`src/rtl/fft_stage_sequencer.sv`:
```
// fft_stage_sequencer: walks the log2(N) stages of an in-place radix-2 DIT FFT, issuing butterfly address pairs and twiddle indices
module fft_stage_sequencer #(
    parameter int ADDR_WIDTH      = 12,
    parameter int MAX_OUTSTANDING = 8
) (
    input  logic                  i_clk,
    input  logic                  i_rst,
    input  logic                  i_DATA_LOADED,
    input  logic [ADDR_WIDTH-1:0] i_SAMPLES_NUMBER,
    output logic                  o_BF_VALID,
    input  logic                  i_BF_READY,
    output logic [ADDR_WIDTH-1:0] o_ADDR_A,
    output logic [ADDR_WIDTH-1:0] o_ADDR_B,
    output logic [ADDR_WIDTH-2:0] o_TWIDDLE,
    input  logic                  i_BF_WB,
    output logic [3:0]            o_STAGE,
    output logic                  o_BUSY,
    output logic                  o_CALC_END,
    output logic                  o_ERR
);
    localparam int KW = ADDR_WIDTH - 1;
    localparam int OW = $clog2(MAX_OUTSTANDING + 1);

    typedef enum logic [1:0] {IDLE, ISSUE, DRAIN, DONE} state_t;

    state_t                r_state, w_state_nxt;
    logic [3:0]            r_l, r_s, w_l_nxt, w_s_nxt, w_log;
    logic [KW-1:0]         r_k, w_k_nxt, w_k_last, w_tw;
    logic [OW-1:0]         r_out, w_out_nxt;
    logic                  w_xfer, w_err, w_legal;
    logic [ADDR_WIDTH-1:0] w_half, w_kx, w_j, w_a;

    // Start legality (power of two, at least 2) and log2 of the requested size
    always_comb begin
        w_log = 4'd0;
        for (int i = 0; i < ADDR_WIDTH; i++)
            if (i_SAMPLES_NUMBER[i]) w_log = 4'(i);
        w_legal = ((i_SAMPLES_NUMBER & (i_SAMPLES_NUMBER - ADDR_WIDTH'(1))) == '0) &&
                  (i_SAMPLES_NUMBER > ADDR_WIDTH'(1));
    end

    // Next state, stage/butterfly counters, outstanding writebacks and error detection
    always_comb begin
        w_state_nxt = r_state;
        w_k_nxt     = r_k;
        w_s_nxt     = r_s;
        w_l_nxt     = r_l;
        w_out_nxt   = r_out;
        w_err       = 1'b0;
        w_xfer      = o_BF_VALID && i_BF_READY;
        w_k_last    = (KW'(1) << (r_l - 4'd1)) - KW'(1);
        if (w_xfer && !i_BF_WB) w_out_nxt = r_out + OW'(1);
        else if (!w_xfer && i_BF_WB) begin
            if (r_out == '0) w_err = 1'b1;
            else w_out_nxt = r_out - OW'(1);
        end
        case (r_state)
            IDLE: if (i_DATA_LOADED) begin
                if (w_legal) begin
                    w_state_nxt = ISSUE;
                    w_k_nxt     = '0;
                    w_s_nxt     = '0;
                    w_l_nxt     = w_log;
                end else w_err = 1'b1;
            end
            ISSUE: if (w_xfer) begin
                if (r_k == w_k_last) w_state_nxt = DRAIN;
                else w_k_nxt = r_k + KW'(1);
            end
            DRAIN: if (w_out_nxt == '0) begin
                if (r_s == r_l - 4'd1) w_state_nxt = DONE;
                else begin
                    w_state_nxt = ISSUE;
                    w_s_nxt     = r_s + 4'd1;
                    w_k_nxt     = '0;
                end
            end
            default: w_state_nxt = IDLE;
        endcase
    end

    // Butterfly addresses and twiddle index for the request presented next cycle
    always_comb begin
        w_half = ADDR_WIDTH'(1) << w_s_nxt;
        w_kx   = ADDR_WIDTH'(w_k_nxt);
        w_j    = w_kx & (w_half - ADDR_WIDTH'(1));
        w_a    = ((w_kx >> w_s_nxt) << (w_s_nxt + 4'd1)) + w_j;
        w_tw   = KW'(w_j) << (w_l_nxt - 4'd1 - w_s_nxt);
    end

    // State, counters and registered outputs; reset aborts any transform in flight
    always_ff @(posedge i_clk or posedge i_rst) begin
        if (i_rst) begin
            r_state    <= IDLE;
            r_l        <= '0;
            r_s        <= '0;
            r_k        <= '0;
            r_out      <= '0;
            o_BF_VALID <= 1'b0;
            o_ADDR_A   <= '0;
            o_ADDR_B   <= '0;
            o_TWIDDLE  <= '0;
            o_STAGE    <= '0;
            o_BUSY     <= 1'b0;
            o_CALC_END <= 1'b0;
            o_ERR      <= 1'b0;
        end else begin
            r_state    <= w_state_nxt;
            r_l        <= w_l_nxt;
            r_s        <= w_s_nxt;
            r_k        <= w_k_nxt;
            r_out      <= w_out_nxt;
            o_BF_VALID <= (w_state_nxt == ISSUE) && (w_out_nxt != OW'(MAX_OUTSTANDING));
            o_ADDR_A   <= w_a;
            o_ADDR_B   <= w_a + w_half;
            o_TWIDDLE  <= w_tw;
            o_STAGE    <= w_s_nxt;
            o_BUSY     <= w_state_nxt != IDLE;
            o_CALC_END <= w_state_nxt == DONE;
            o_ERR      <= w_err;
        end
    end
endmodule

```
`config.mk`:
```
export PLATFORM = sky130hd
export DESIGN_NAME = fft_stage_sequencer
export DESIGN_NICKNAME = d
export VERILOG_FILES = /design/src/rtl/fft_stage_sequencer.sv
export SDC_FILE = /design/constraint.sdc
export NUM_CORES = 1
export LEC_CHECK = 0
export CAP_MARGIN = 15
export CORE_AREA = 2 2 154 156
export CTS_CLUSTER_DIAMETER = 30
export CTS_CLUSTER_SIZE = 12
export DETAILED_ROUTE_END_ITERATION = 8
export DIE_AREA = 0 0 156 158
export SLEW_MARGIN = 20
export SYNTH_ARGS = -nofsm -noshare
export SYNTH_HDL_FRONTEND = slang
export SYNTH_SLANG_ARGS = --single-unit
```
`constraint.sdc`:
```
create_clock -name i_clk -period 10.6 [get_ports i_clk]
set_clock_uncertainty 0.05 [all_clocks]
set_input_delay 2.12 -clock i_clk [delete_from_list [all_inputs] [get_ports i_clk]]
set_output_delay 2.12 -clock i_clk [all_outputs]
set_load 0.03 [all_outputs]
```
==> impl_metrics.csv <==
group,metric,value,unit
sta,final-setup-viol-count,0,
logic_synthesis,synth.distinct_cells,105,
cells_and_area,finalNetCount,938,
sta,slew_violations,0,
placed_design,dp_cells,1155,
clocking,cts_buffer_depth,2,
clocking,clk_pin_slew_worst_paths,0.06,ns
clocking,post_cts_resized,0,
floorplanning,die_h,158,um
power,power.leakage,0.003386,uW
logic_synthesis,synth_area,0.006769,mm^2
sta,hold_viol,0,
logic_synthesis,synthArstFlopShare,100.0,%
global_routing,track_usage,16.74,%
clocking,clk_latency,0.34,ns
clocking,holdBufCountCts,0,
cells_and_area,final_cell_mix,"nor2_1 (100), dfrtp_1 (64), nand2_1 (59), clkdlybuf4s50_1 (59), a21oi_1 (58)",
sta,post-route-min-period,9.104,ns
critical_path,critical_path_peak_fanout,20,
clocking,cts.sinks,64,
placed_design,hpwl,15330,um
worst_hold_path,hp-class,"flop to flop",
drt,dr_total_vias,6485,
logic_synthesis,syn_area_per_cell,8.078,um^2
floorplanning,core_area,0.02305,mm^2
drt,wl,19940,um
sta,finalSetupTns,0,ns
sta,tightest_slew,0.8325,ns
power,ir_worst_vdd,86.10,uV
global_routing,grt_most_used_layer,"met2",
global_routing,met1_usage,21.60,%
critical_path,cp.arrival,9.27,ns
global_routing,antenna_found_initial,0,
drt,drt_iter0_drc,472,
sta,fin_crit_sh,85.88,%
floorplanning,start_util,29.36,%
clocking,cts_tree,"built",
drt,drc,0,
cells_and_area,drive_above_1_share,8.182,%
sta,timing.slew.headroom,44.50,%
clocking,cts_root_buffer,"clkbuf_16",
critical_path,max_stage_delay,0.65,ns
sta,max_clock_freq,0.1098,GHz
critical_path,crit_top_cell,"a21oi_1",
job,cap_viol_max_count,0,
logic_synthesis,syn-num-nets,900,
placed_design,gp_congestion,0.9440,
critical_path,crit_path_end_kind,"flop",
global_routing,use_met3,2.683,%
floorplanning,die_w,156,um
outcome,outcome,"completed",
floorplanning,ios,60,
logic_synthesis,synthCells,838,
clocking,cts_inserted_buffers,9,
critical_path,crit_family,"compound AO/OA/AOI/OAI gates",
critical_path,start_kind,"primary input",
drt,viasPerCell,5.543,
drt,drtAntennaViolNets,0,
global_routing,grt_overflow,0,
critical_path,critPathRequiredTime,10.77,ns
power,p_per_area,131.6,mW/mm^2
critical_path,critPathSlowestCell,"clkdlybuf4s50_1",
logic_synthesis,synthTopCellsByArea,"dfrtp_1 (24%), ha_1 (7.8%), nor2_1 (5.5%)",
global_routing,grt_pass1_vias,6295,
clocking,h-tree-depth,3,
logic_synthesis,synth_flop_cell,"dfrtp_1",
cells_and_area,final_cells,1170,
floorplanning,design.die.area,0.02465,mm^2
drt,first_pass_iters,6,
logic_synthesis,netlist.area_leader.share,23.66,%
cells_and_area,diodes,0,
critical_path,cp.buffers_inverters,2,
logic_synthesis,synth_top_area_cell,"dfrtp_1",
drt,routedWlPerCell,17.05,um
floorplanning,rows,56,
logic_synthesis,yosysSeqAreaShare,23.66,%
logic_synthesis,ys_warn_count,0,
critical_path,critPathKind,"primary input to flop",
cells_and_area,layout_commonest_cell,"nor2_1",
logic_synthesis,synth_edf_count,0,
global_routing,grt_max_degree,65,
sta,rsz0062_at_grt,"false",
placed_design,io_buffers,59,
cells_and_area,area_delta_synth_final,16.64,%
clocking,cts_setup_buffers,0,
global_routing,use_met2,27.62,%
global_routing,grt_pass1_wl,32740,um
logic_synthesis,ys_seq_elements,64,
==> report_power, final <==
part,internal (uW),switching [uW]
registers,279,46.4
clock network,187,105
logic,168,255
total,633,406
==> synthesized netlist by cell type (all sizes together), types with 4 or more instances <==
cell type	count
nor2	100
dfrtp	64
a21oi	62
nand2	60
inv	51
ha	42
o21ai	36
xnor2	33
clkbuf	27
nand3	24
nor3	21
a211oi	19
mux2i	17
and2	16
buf	15
o21bai	15
a31oi	12
and3	12
nor2b	12
nor4	12
xor2	12
or3	11
nand2b	10
o22ai	9
a21o	8
o31a	8
o21a	7
o311ai	7
o31ai	7
a21boi	6
o211ai	6
or2	6
a2bb2oi	5
mux2	5
nor3b	5
o32ai	5
a211o	4
a221oi	4
==> final timing paths <==
kind | slack (ns) | from | end | cells after the start
setup / recovery | 1.50 | i_BF_WB | o_ADDR_B[11] | 32
hold / removal | 0.60 | r_out[3] | o_ERR | 3
setup reg to reg | 1.54 | r_l[0] | o_ADDR_B[11] | 37
hold reg to reg | 0.60 | r_out[3] | o_ERR | 3
max in group asynchronous | 7.65 | i_rst | o_TWIDDLE[6] | 3
min in group asynchronous | 2.29 | i_rst | o_CALC_END | 3
==> metal layers <==
metal  routed length [um]  up-vias
met5                    0        -
li1                     -     3150
met4                  727        0
met1                 9055     3091
met3                 1033       47
met2                 9127      197
==> tightest hold or removal path, delay by kind of cell (launching register included) <==
kind            cells  cell delay (ns)
flops               1             0.39
simple gates        1             0.08
buf+inv             1             0.07
compound gates      1             0.07
==> cells by family after synthesis <==
kind of cell	after synthesis	synth area share, %
muxes	22	3.530
buffers and inverters	93	5.656
adders and majority gates	46	8.799
DFF	64	23.66
AOI/OAI and AO/OA	258	27.76
and+or+nand+nor	308	23.99
xor gates and xnor gates	47	6.599
==> sequential cells by signal, indices dropped and copies added, names as in the netlist <==
name	cells
o_ERR	1
r_l	4
o_TWIDDLE	11
r_s	4
o_ADDR_B	12
r_k	11
o_ADDR_A	12
o_BUSY	1
r_out	4
o_BF_VALID	1
o_CALC_END	1
r_state	2
==> metrics by stage <==
step	util (%)	hold WS (ns)	worst slack, ns	total power, uW	instance area [um^2]
6_report	34.25	0.6026	1.496	1039	7895
5_1_grt	34.25	0.6559	0.6741	1107	7895
4_1_cts	34.25	0.6114	1.540	1049	7895
3_5_place_dp	33.00	0.6040	1.196	748.3	7606
3_3_place_gp	33.00	0.6058	1.288	748.5	7606
2_1_floorplan	-	0.5208	2.630	626.7	6769
==> cell type report <==
cell class / instances / area, um^2
timing repair buffer: 69 / 665.6
fill: 2397 / 15160
clock buffer: 12 / 246.5
multi-input combinational: 681 / 4785
inverter: 51 / 191.4
tap: 290 / 362.8
clock inverter: 3 / 42.54
sequential: 64 / 1602
Power figures use the tool's default switching activity.
